### src/rtl/cacheline_adaptor_if.sv
`default_nettype none
// ============================================================================
// Module   : cacheline_adaptor_if
// Brief    : Line-side and burst-side signal bundle for cacheline_adaptor.
// Revision : 1.0
// ============================================================================
interface cacheline_adaptor_if #(
  parameter int LINE_W  = 256,
  parameter int BURST_W = 64
);
  logic [LINE_W-1:0]  line_i;
  logic [LINE_W-1:0]  line_o;
  logic [31:0]        address_i;
  logic               read_i;
  logic               write_i;
  logic               resp_o;
  logic [BURST_W-1:0] burst_i;
  logic [BURST_W-1:0] burst_o;
  logic [31:0]        address_o;
  logic               read_o;
  logic               write_o;
  logic               resp_i;

  // Environment side: arbiter plus main memory.
  modport master (
    output line_i, address_i, read_i, write_i, burst_i, resp_i,
    input  line_o, resp_o, burst_o, address_o, read_o, write_o
  );

  modport slave (
    input  line_i, address_i, read_i, write_i, burst_i, resp_i,
    output line_o, resp_o, burst_o, address_o, read_o, write_o
  );
endinterface
`default_nettype wire

### src/rtl/cacheline_adaptor.sv
`default_nettype none
// ============================================================================
// Module   : cacheline_adaptor
// Brief    : Splits a cache-line transaction into a fixed-order memory burst
//            and reassembles read bursts into a full line.
// Revision : 1.0
// ============================================================================
module cacheline_adaptor #(
  parameter int LINE_W  = 256,
  parameter int BURST_W = 64
) (
  input  logic               clk,
  input  logic               rst,
  cacheline_adaptor_if.slave bus
);
  localparam int BEATS  = LINE_W / BURST_W;
  localparam int BEAT_W = (BEATS > 1) ? $clog2(BEATS) : 1;
  localparam logic [31:0] ALIGN_MASK = ~(32'(LINE_W / 8) - 32'd1);

  localparam logic [1:0] IDLE  = 2'd0;
  localparam logic [1:0] READ  = 2'd1;
  localparam logic [1:0] WRITE = 2'd2;
  localparam logic [1:0] DONE  = 2'd3;

  logic [1:0]        r_state;
  logic [BEAT_W-1:0] r_beat;
  logic [LINE_W-1:0] r_buffer;
  logic [31:0]       r_address;

  logic              w_last;
  logic [31:0]       w_aligned;
  logic [BEAT_W-1:0] w_beat_next;

  assign w_last      = (r_beat == BEAT_W'(BEATS - 1));
  assign w_aligned   = bus.address_i & ALIGN_MASK;
  assign w_beat_next = w_last ? '0 : r_beat + BEAT_W'(1);

  always_ff @(posedge clk) begin
    if (rst) begin
      r_state   <= IDLE;
      r_beat    <= '0;
      r_buffer  <= '0;
      r_address <= '0;
    end else begin
      case (r_state)
        IDLE: begin
          // Read wins when the arbiter raises both requests together.
          if (bus.read_i) begin
            r_address <= w_aligned;
            r_beat    <= '0;
            r_state   <= READ;
          end else if (bus.write_i) begin
            r_address <= w_aligned;
            r_buffer  <= bus.line_i;
            r_beat    <= '0;
            r_state   <= WRITE;
          end
        end
        READ: begin
          if (bus.resp_i) begin
            r_buffer[int'(r_beat) * BURST_W +: BURST_W] <= bus.burst_i;
            r_beat <= w_beat_next;
            if (w_last) r_state <= DONE;
          end
        end
        WRITE: begin
          if (bus.resp_i) begin
            r_beat <= w_beat_next;
            if (w_last) r_state <= DONE;
          end
        end
        DONE: begin
          r_state <= IDLE;
        end
        default: begin
          r_state <= IDLE;
        end
      endcase
    end
  end

  // All outputs come from registers only, so the memory strobe never
  // reaches the arbiter combinationally.
  assign bus.read_o    = (r_state == READ);
  assign bus.write_o   = (r_state == WRITE);
  assign bus.resp_o    = (r_state == DONE);
  assign bus.address_o = r_address;
  assign bus.line_o    = r_buffer;
  assign bus.burst_o   = r_buffer[int'(r_beat) * BURST_W +: BURST_W];

endmodule
`default_nettype wire

### src/flat_wrapper.sv
// flat-port wrapper written by rule: the top's interface ports become plain ports
module cacheline_adaptor_flat 
#(
  parameter int LINE_W  = 256,
  parameter int BURST_W = 64
)
  (clk, rst, bus_line_i, bus_address_i, bus_read_i, bus_write_i, bus_burst_i, bus_resp_i, bus_line_o, bus_resp_o, bus_burst_o, bus_address_o, bus_read_o, bus_write_o);
  cacheline_adaptor_if #(.LINE_W(LINE_W), .BURST_W(BURST_W)) bus_i ();
  input  logic clk;
  input  logic rst;
  input wire logic [$bits(bus_i.line_i)-1:0] bus_line_i;
  input wire logic [$bits(bus_i.address_i)-1:0] bus_address_i;
  input wire logic [$bits(bus_i.read_i)-1:0] bus_read_i;
  input wire logic [$bits(bus_i.write_i)-1:0] bus_write_i;
  input wire logic [$bits(bus_i.burst_i)-1:0] bus_burst_i;
  input wire logic [$bits(bus_i.resp_i)-1:0] bus_resp_i;
  output wire logic [$bits(bus_i.line_o)-1:0] bus_line_o;
  output wire logic [$bits(bus_i.resp_o)-1:0] bus_resp_o;
  output wire logic [$bits(bus_i.burst_o)-1:0] bus_burst_o;
  output wire logic [$bits(bus_i.address_o)-1:0] bus_address_o;
  output wire logic [$bits(bus_i.read_o)-1:0] bus_read_o;
  output wire logic [$bits(bus_i.write_o)-1:0] bus_write_o;
  assign bus_i.line_i = bus_line_i;
  assign bus_i.address_i = bus_address_i;
  assign bus_i.read_i = bus_read_i;
  assign bus_i.write_i = bus_write_i;
  assign bus_i.burst_i = bus_burst_i;
  assign bus_i.resp_i = bus_resp_i;
  assign bus_line_o = bus_i.line_o;
  assign bus_resp_o = bus_i.resp_o;
  assign bus_burst_o = bus_i.burst_o;
  assign bus_address_o = bus_i.address_o;
  assign bus_read_o = bus_i.read_o;
  assign bus_write_o = bus_i.write_o;
  cacheline_adaptor #(.LINE_W(LINE_W), .BURST_W(BURST_W)) u_core (.clk(clk), .rst(rst), .bus(bus_i));
endmodule
### config.mk
export PLATFORM = sky130hd
export DESIGN_NAME = cacheline_adaptor_flat
export DESIGN_NICKNAME = d
export VERILOG_FILES = /design/src/rtl/cacheline_adaptor_if.sv /design/src/rtl/cacheline_adaptor.sv /design/src/flat_wrapper.sv
export SDC_FILE = /design/constraint.sdc
export NUM_CORES = 1
export LEC_CHECK = 0
export ABC_CLOCK_PERIOD_IN_PS = 5600
export BUFFER_PORTS_ARGS = -buffer_cell sky130_fd_sc_hd__buf_2
export CAP_MARGIN = 10
export CORE_AREA = 2 2 275 277
export DETAILED_ROUTE_END_ITERATION = 6
export DIE_AREA = 0 0 277 279
export GPL_TIMING_DRIVEN = 1
export SLEW_MARGIN = 10
export SYNTH_ARGS = -nofsm -noshare
export SYNTH_HDL_FRONTEND = slang
export SYNTH_SLANG_ARGS = --single-unit
### constraint.sdc
create_clock -name clk -period 5.6 [get_ports clk]
set_input_delay 0.28 -clock clk [delete_from_list [all_inputs] [get_ports clk]]
set_output_delay 0.28 -clock clk [all_outputs]
set_load 0.01 [all_outputs]
==> results of run 1 <==
metal layers:
layer  vias to the layer above  share of wire, %  GRT usage, %
met1                      7326                44          22.0
met4                        12               3.4          6.16
met2                       684                45          26.0
li1                       7237                 -             -
met5                         -              0.12             0
met3                       137               7.2          3.64
state kept, by name, summed over array words and instances (netlist names):
name                  cells
u_core.bus.address_o     27
u_core.bus.line_o       256
u_core.r_beat             2
u_core.r_state            2
final cells by class:
type | count | area share, %
multi-input combinational | 1218 | 39.8
clock buffer | 50 | 5.03
antenna | 3 | 0.0372
clock inverter | 12 | 0.719
inverter | 5 | 0.0930
timing repair buffer | 748 | 19.8
tap | 969 | 6.01
sequential | 287 | 28.5
power breakdown:
group          switching [mW]  internal, mW
Clock                   0.963          1.40
Sequential              0.731          2.83
Combinational            2.91          1.99
Total                    4.60          6.23
worst max path at each step:
stage	from	to	depth (start not counted)
after floorplan	u_core.r_beat[1]	u_core.bus.line_o[14]	10
after detailed placement	u_core.r_beat[0]	u_core.bus.line_o[212]	6
after CTS	u_core.r_beat[0]	u_core.bus.line_o[212]	6
after global placement	u_core.r_beat[0]	u_core.bus.line_o[209]	6
after global routing	u_core.r_beat[0]	u_core.bus.line_o[221]	6
final	u_core.r_beat[1]	u_core.bus.line_o[117]	7
worst min-delay path: cells and delay by family:
kind            cells  cell delay [ns]
buf+inv             1             0.10
simple gates        1             0.11
compound gates      1             0.08
Yosys cell counts, types with 3 or more instances:
library cell and number:
dfxtp_1 287, a21oi_1 285, nor2_1 261, nor2b_1 258, a211oi_1 245, buf_2 66, mux4_2 64, clkbuf_1 63
nand2_1 58, buf_4 24, a211oi_2 12, buf_6 12, ha_1 9, buf_1 5, inv_1 5, a22oi_2 4
mux2i_1 3
logic make-up after synthesis:
kind of cell | share of synthesized area, %
simple gates | 19.9
compound gates | 23.8
flops | 39.2
buf+inv | 6.28
mux | 10.0
fa+ha+maj | 0.769
other cells | 0.0256
what timing repair did:
item	in CTS	in global routing
hold buffers	26	0
resized for setup	0	0
setup endpoints to repair	0	0
buffers inserted	0	0
endpoints found under the hold margin	26	0
==> metrics.md, run 1 <==
| Metric | Value |
|---|---|
| Async SR Flop Fraction | `0%` |
| Initial antenna violation count | `16` |
| Clock buffer count from CTS | `36` |
| Startpoint types | `flop` |
| GR Util All Layers | `16.5%` |
| Sequential Area | `0.00575 mm²` |
| Yosys top cell area share | `39.2%` |
| Worst-margin pin slew | `1.19 ns` |
| Layout Nets | `2662` |
| Gate count after technology mapping | `1676` |
| # fillers | `8008` |
| Pre-antenna DRT Iters | `5` |
| Delay-heaviest family, CP | `simple AND/OR/NAND/NOR gates` |
| CTS clk-pin slew, worst paths | `0.06 ns` |
| Hold Path Sink | `u_core.bus.address_o[29]` |
| Cells on Worst Hold Path | `3` |
| Reg-to-Reg End | `u_core.bus.line_o[117]` |
| Worst-skew pair later-pin latency | `0.54 ns` |
| Vias/cell | `4.68` |
| Placement Cell Area | `0.0188 mm²` |
| Most common cell after layout, fill and taps aside | `buf_2` |
| Most frequent cells in the layout | `700 x buf_2, 285 x a21oi_1, 285 x dfxtp_1` |
| Crit-path max FO | `40` |
| GR Overflow Total | `0` |
| Final ANT Viol Nets | `0` |
| # IOs | `712` |
| Post-detail-place hpwl | `46.7 mm` |
| Starting Density | `19.8%` |
| Via count of the routed design | `15400` |
| Syn avg cell area | `8.74 µm²` |
| FF-to-FF Start | `u_core.r_beat[1]` |
| CP arrival | `3.79 ns` |
| CP cell instances | `inv_1 > ha_1 > nor2b_1 > and4_4 > buf_4 > a21oi_1 > a211oi_1` |
| #FFs+latches synth | `287` |
| Inst Count DP | `3201` |
| Ys flop type | `dfxtp_1` |
| Final worst-path cycle share | `60.1%` |
| Root buf cell | `clkbuf_16` |
| Area of the die | `0.0773 mm²` |
| Worst vdd ir | `0.251 mV` |
| Non-Filler Instances | `3292` |
| Critical path class | `reg -> reg` |
| Layout area overhead | `37.8%` |
| Worst min path class | `in -> reg` |
| TNS Setup | `0 ns` |
| # rows | `100` |
| Max Cap Viol | `0` |
| PortBufs | `701` |
| RSZ-0062 raised after global routing | `no` |
| Place WS | `2.17 ns` |
| Crit. End Element | `flop` |
| Clk sink count | `287` |
| Final setup fails | `0` |
| Crit-path max cell delay | `0.87 ns` |
| Chip height | `279 µm` |
| Yosys warns | `0` |
| Post-layout util | `27.2%` |
| Post-synth EDFFs | `0` |
| FF-to-FF setup slack | `2.23 ns` |
| Chip width | `277 µm` |
| First-pass GRT wire length | `96.6 mm` |
| Hold Fails Final Rpt | `0` |
| Share of layout cells above drive strength 1 | `37.3%` |
| Critical Path RT | `6.03 ns` |
| Hold Slack | `0.0766 ns` |
| Final Worst Setup Slack | `2.23 ns` |
| Yosys cell types | `32` |
| Htree depth | `2` |
| Pwr Density | `536 mW/mm²` |
| Drc violations | `0` |
| Core area | `0.0741 mm²` |
| DRC violation total after the first TritonRoute iteration | `988` |
| DRT Wirelength | `67.3 mm` |
| Final min period | `3.37 ns` |
| Lkg Pwr | `8.60 nW` |
| CTS tree | `done` |
| Sequential share of the synthesized area | `39.2%` |
| Top cells by area, synth | `dfxtp_1 39%, a211oi_1 13%, nor2b_1 11%, mux4_2 9.8%, a21oi_1 9.7%` |
| Multi-input gate area | `0.00803 mm²` |
| Final Cell Area | `0.0202 mm²` |
| Tot Pwr | `10.8 mW` |
| Crit-path slowest cell | `dfxtp_4` |
| Vias in the first global route | `14400` |
| Setup Skew | `0.0159 ns` |
| Buf/Inv on CP | `2` |
| Area leader, netlist | `dfxtp_1` |
| Gp weighted congestion | `0.865` |
| Max_slew headroom | `20.3%` |
| Synth Cell Area | `0.0146 mm²` |
| Slew Viols, Final | `0` |
| Largest net degree at the start of global routing | `148` |
| FMAX | `297 MHz` |
| Post-DR wirelength/cell | `20.4 µm` |
| Worst reg-to-reg path cell count | `7` |
| Worst hold start | `bus_address_i[29]` |
| Clock buffer depth | `3` |
| Status | `finished, final reports clean` |
(Power assumes the default switching activity.)
==> run 2: changes to the inputs <==
- ABC_CLOCK_PERIOD_IN_PS: 5600 -> 2900
- CORE_AREA: 2 2 275 277 -> 2 2 278 280
- DIE_AREA: 0 0 277 279 -> 0 0 280 282
- clock period: 5.6 -> 2.9 ns (I/O delays scaled with it)
==> run 2 against run 1 <==
Against the previous run: clock power up 84%; cell area up 8.3%; combinational power up 100%; clock skew up 0.012 ns; worst hold slack worse by 0.036 ns; sequential power up 91%; non-clock buffer count rose by 156; critical path depth did not move; first-iteration DRC count is 4.4% higher; power is 95% higher; count of clock-buffer cells in the layout is 2 higher.
==> metrics.md, run 2 (synthesis gave the netlist of run 1 again) <==
| Metric | Value |
|---|---|
| Clock buffer count from CTS | `36 (unchanged)` |
| Final setup fails | `0 (unchanged)` |
| Lkg Pwr | `9.26 nW (+7.7%)` |
| Most frequent cells in the layout | `700 x buf_2, 285 x a21oi_1, 285 x dfxtp_1` |
| Starting Density | `19.4% (-0.42 points)` |
| Worst-margin pin slew | `0.838 ns (-0.352 ns)` |
| Sw Pwr | `8.90 mW (+94%)` |
| Worst hold start | `bus_line_i[200]` |
| Pre-antenna DRT Iters | `6 (+1)` |
| Hold Path Sink | `u_core.bus.line_o[200]` |
| Crit-path max FO | `23 (-43%)` |
| Setup Skew | `0.0282 ns (+0.0123 ns)` |
| Combinational Power Share | `47.1% (+1.9 points)` |
| Worst vdd ir | `0.495 mV (+97%)` |
| Clk sink count | `287 (unchanged)` |
| Cells on Worst Hold Path | `4 (+1)` |
| Critical path class | `reg -> reg` |
| FMAX | `365 MHz (+23%)` |
| Post-CTS Hold Buffers | `169 (+550%)` |
| Startpoint types | `flop` |
| Htree depth | `2 (unchanged)` |
| Final worst-path cycle share | `94.4% (+34 points)` |
| Layout Nets | `2818 (+5.9%)` |
| DRC violation total after the first TritonRoute iteration | `1031 (+4.4%)` |
| Gp weighted congestion | `0.855 (-1.1%)` |
| Max reg flops | `256 (unchanged)` |
| CP arrival | `3.19 ns (-0.60 ns)` |
| Vias in the first global route | `15700 (+9.0%)` |
| Worst-skew pair later-pin latency | `0.56 ns (+0.02 ns)` |
| Clock buffer depth | `3 (unchanged)` |
| GR Util All Layers | `16.2% (-0.33 points)` |
| Hold Fails Final Rpt | `0 (unchanged)` |
| Vias/cell | `4.61 (-1.4%)` |
| Drc violations | `0 (unchanged)` |
| # rows | `101 (+1.0%)` |
| Final ANT Viol Nets | `0 (unchanged)` |
| TNS Setup | `0 ns (unchanged)` |
| Worst min path class | `in -> reg` |
| Clock Power Share | `20.6% (-1.3 points)` |
| Internal | `12.2 mW (+96%)` |
| Root buf cell | `clkbuf_16` |
| CTS tree | `done` |
| Critical Path RT | `3.35 ns (-2.68 ns)` |
| FF-to-FF setup slack | `0.16 ns (-2.07 ns)` |
| Sw frac | `42.1% (-0.35 points)` |
| Tot Pwr | `21.1 mW (+95%)` |
| Status | `finished, final reports clean` |
| CTS clk-pin slew, worst paths | `0.06 ns (about the same)` |
| Largest net degree at the start of global routing | `120 (-19%)` |
| Final min period | `2.74 ns (-0.626 ns)` |
| Worst reg-to-reg path cell count | `7 (unchanged)` |
| First-pass GRT wire length | `97.3 mm (+0.69%)` |
| Most common cell after layout, fill and taps aside | `buf_2` |
| Via count of the routed design | `15900 (+3.5%)` |
| Post-DR wirelength/cell | `19.7 µm (-3.8%)` |
| Core area | `0.0757 mm² (+2.2%)` |
| Final Cell Area | `0.0219 mm² (+8.3%)` |
| DRT Wirelength | `67.9 mm (+0.98%)` |
| Max_slew headroom | `44.2% (+24 points)` |
| Part of the power in registers | `32.3% (-0.6 points)` |
| Crit. End Element | `flop` |
| Reg-to-Reg End | `u_core.bus.line_o[103]` |
| Post-layout util | `28.9% (+1.6 points)` |
| Post_cts resized | `0 (unchanged)` |
| Area of the die | `0.0790 mm² (+2.2%)` |
| Pwr Density | `967 mW/mm² (+80%)` |
| Initial antenna violation count | `10 (-6)` |
| # IOs | `712 (unchanged)` |
| RSZ-0062 raised after global routing | `no` |
| GR Overflow Total | `0 (unchanged)` |
| Slew Viols, Final | `0 (unchanged)` |
| Chip width | `280 µm (+1.1%)` |
| # fillers | `8043 (+0.44%)` |
| Placement Cell Area | `0.0191 mm² (+1.6%)` |
| PortBufs | `701 (unchanged)` |
| FF-to-FF Start | `u_core.r_state[0]` |
| Share of layout cells above drive strength 1 | `35.3% (-2.0 points)` |
| Post-CTS repair timing setup buffer count | `0 (unchanged)` |
| Layout area overhead | `49.2%` |
| Chip height | `282 µm (+1.1%)` |
| Max Cap Viol | `0 (unchanged)` |
| Post-detail-place hpwl | `47.7 mm (+2.0%)` |
==> run 2: worst max-delay path by stage <==
stage | slack, ns | cells past startpoint | to | start
6_report | 0.16 | 7 | u_core.bus.line_o[103] | u_core.r_state[0]
5_1_grt | 0.04 | 7 | u_core.bus.line_o[82] | u_core.r_state[0]
2_1_floorplan | 0.53 | 10 | u_core.bus.line_o[14] | u_core.r_beat[1]
4_1_cts | 0.18 | 7 | u_core.bus.line_o[86] | u_core.r_state[0]
3_3_place_gp | 0.71 | 8 | u_core.bus.line_o[163] | u_core.r_state[0]
3_5_place_dp | 0.64 | 8 | u_core.bus.line_o[151] | u_core.r_state[0]
==> run 2: final cells by class <==
type	count	area, µm²	share of cell area, %
clock buffers	52	1010	4.64
inverters	5	18.8	0.0859
flip-flops and latches	287	5750	26.3
repair buffers	904	5730	26.2
diodes	5	12.5	0.0573
clock inverters	8	72.6	0.332
well taps	978	1220	5.60
multi-input cells	1218	8030	36.7
==> run 2: per-layer routing <==
metal | global-route usage, % | part of all wire [%] | vias up | wire length [µm]
li1 | - | - | 7533 | -
met4 | 8.01 | 4.3 | 10 | 2930
met5 | 0 | 0.10 | - | 68
met3 | 3.65 | 7.2 | 162 | 4870
met1 | 19.9 | 41 | 7505 | 28000
met2 | 26.5 | 47 | 728 | 32000
==> run 2: worst max-delay path: stages (launching register included) <==
cell	delay, ns
dfxtp_1	0.43
ha_4	0.29
nor2b_1	0.21
and4_4	0.51
buf_12	0.24
a21oi_1	0.08
dlygate4sd3_1	0.55
a211oi_1	0.26
==> run 2: stage by stage <==
stage / worst slack [ns] / instances / hold WS (ns)
after floorplan: 0.527 / 1680 / 0.281
after global placement: 0.711 / 3223 / 0.387
after detailed placement: 0.636 / 3223 / 0.391
after CTS: 0.181 / 3452 / 0.0000566
after global routing: 0.0427 / 3456 / 0.0329
final: 0.161 / 3457 / 0.0409
==> run 2: power by group through the flow <==
stage	Combinational (mW)	Clock (mW)	Sequential [mW]
2_1_floorplan	5.29	0	7.16
3_3_place_gp	9.56	0	6.84
3_5_place_dp	9.66	0	6.86
4_1_cts	10.0	4.52	6.79
5_1_grt	10.9	4.64	6.99
6_report	9.95	4.36	6.82
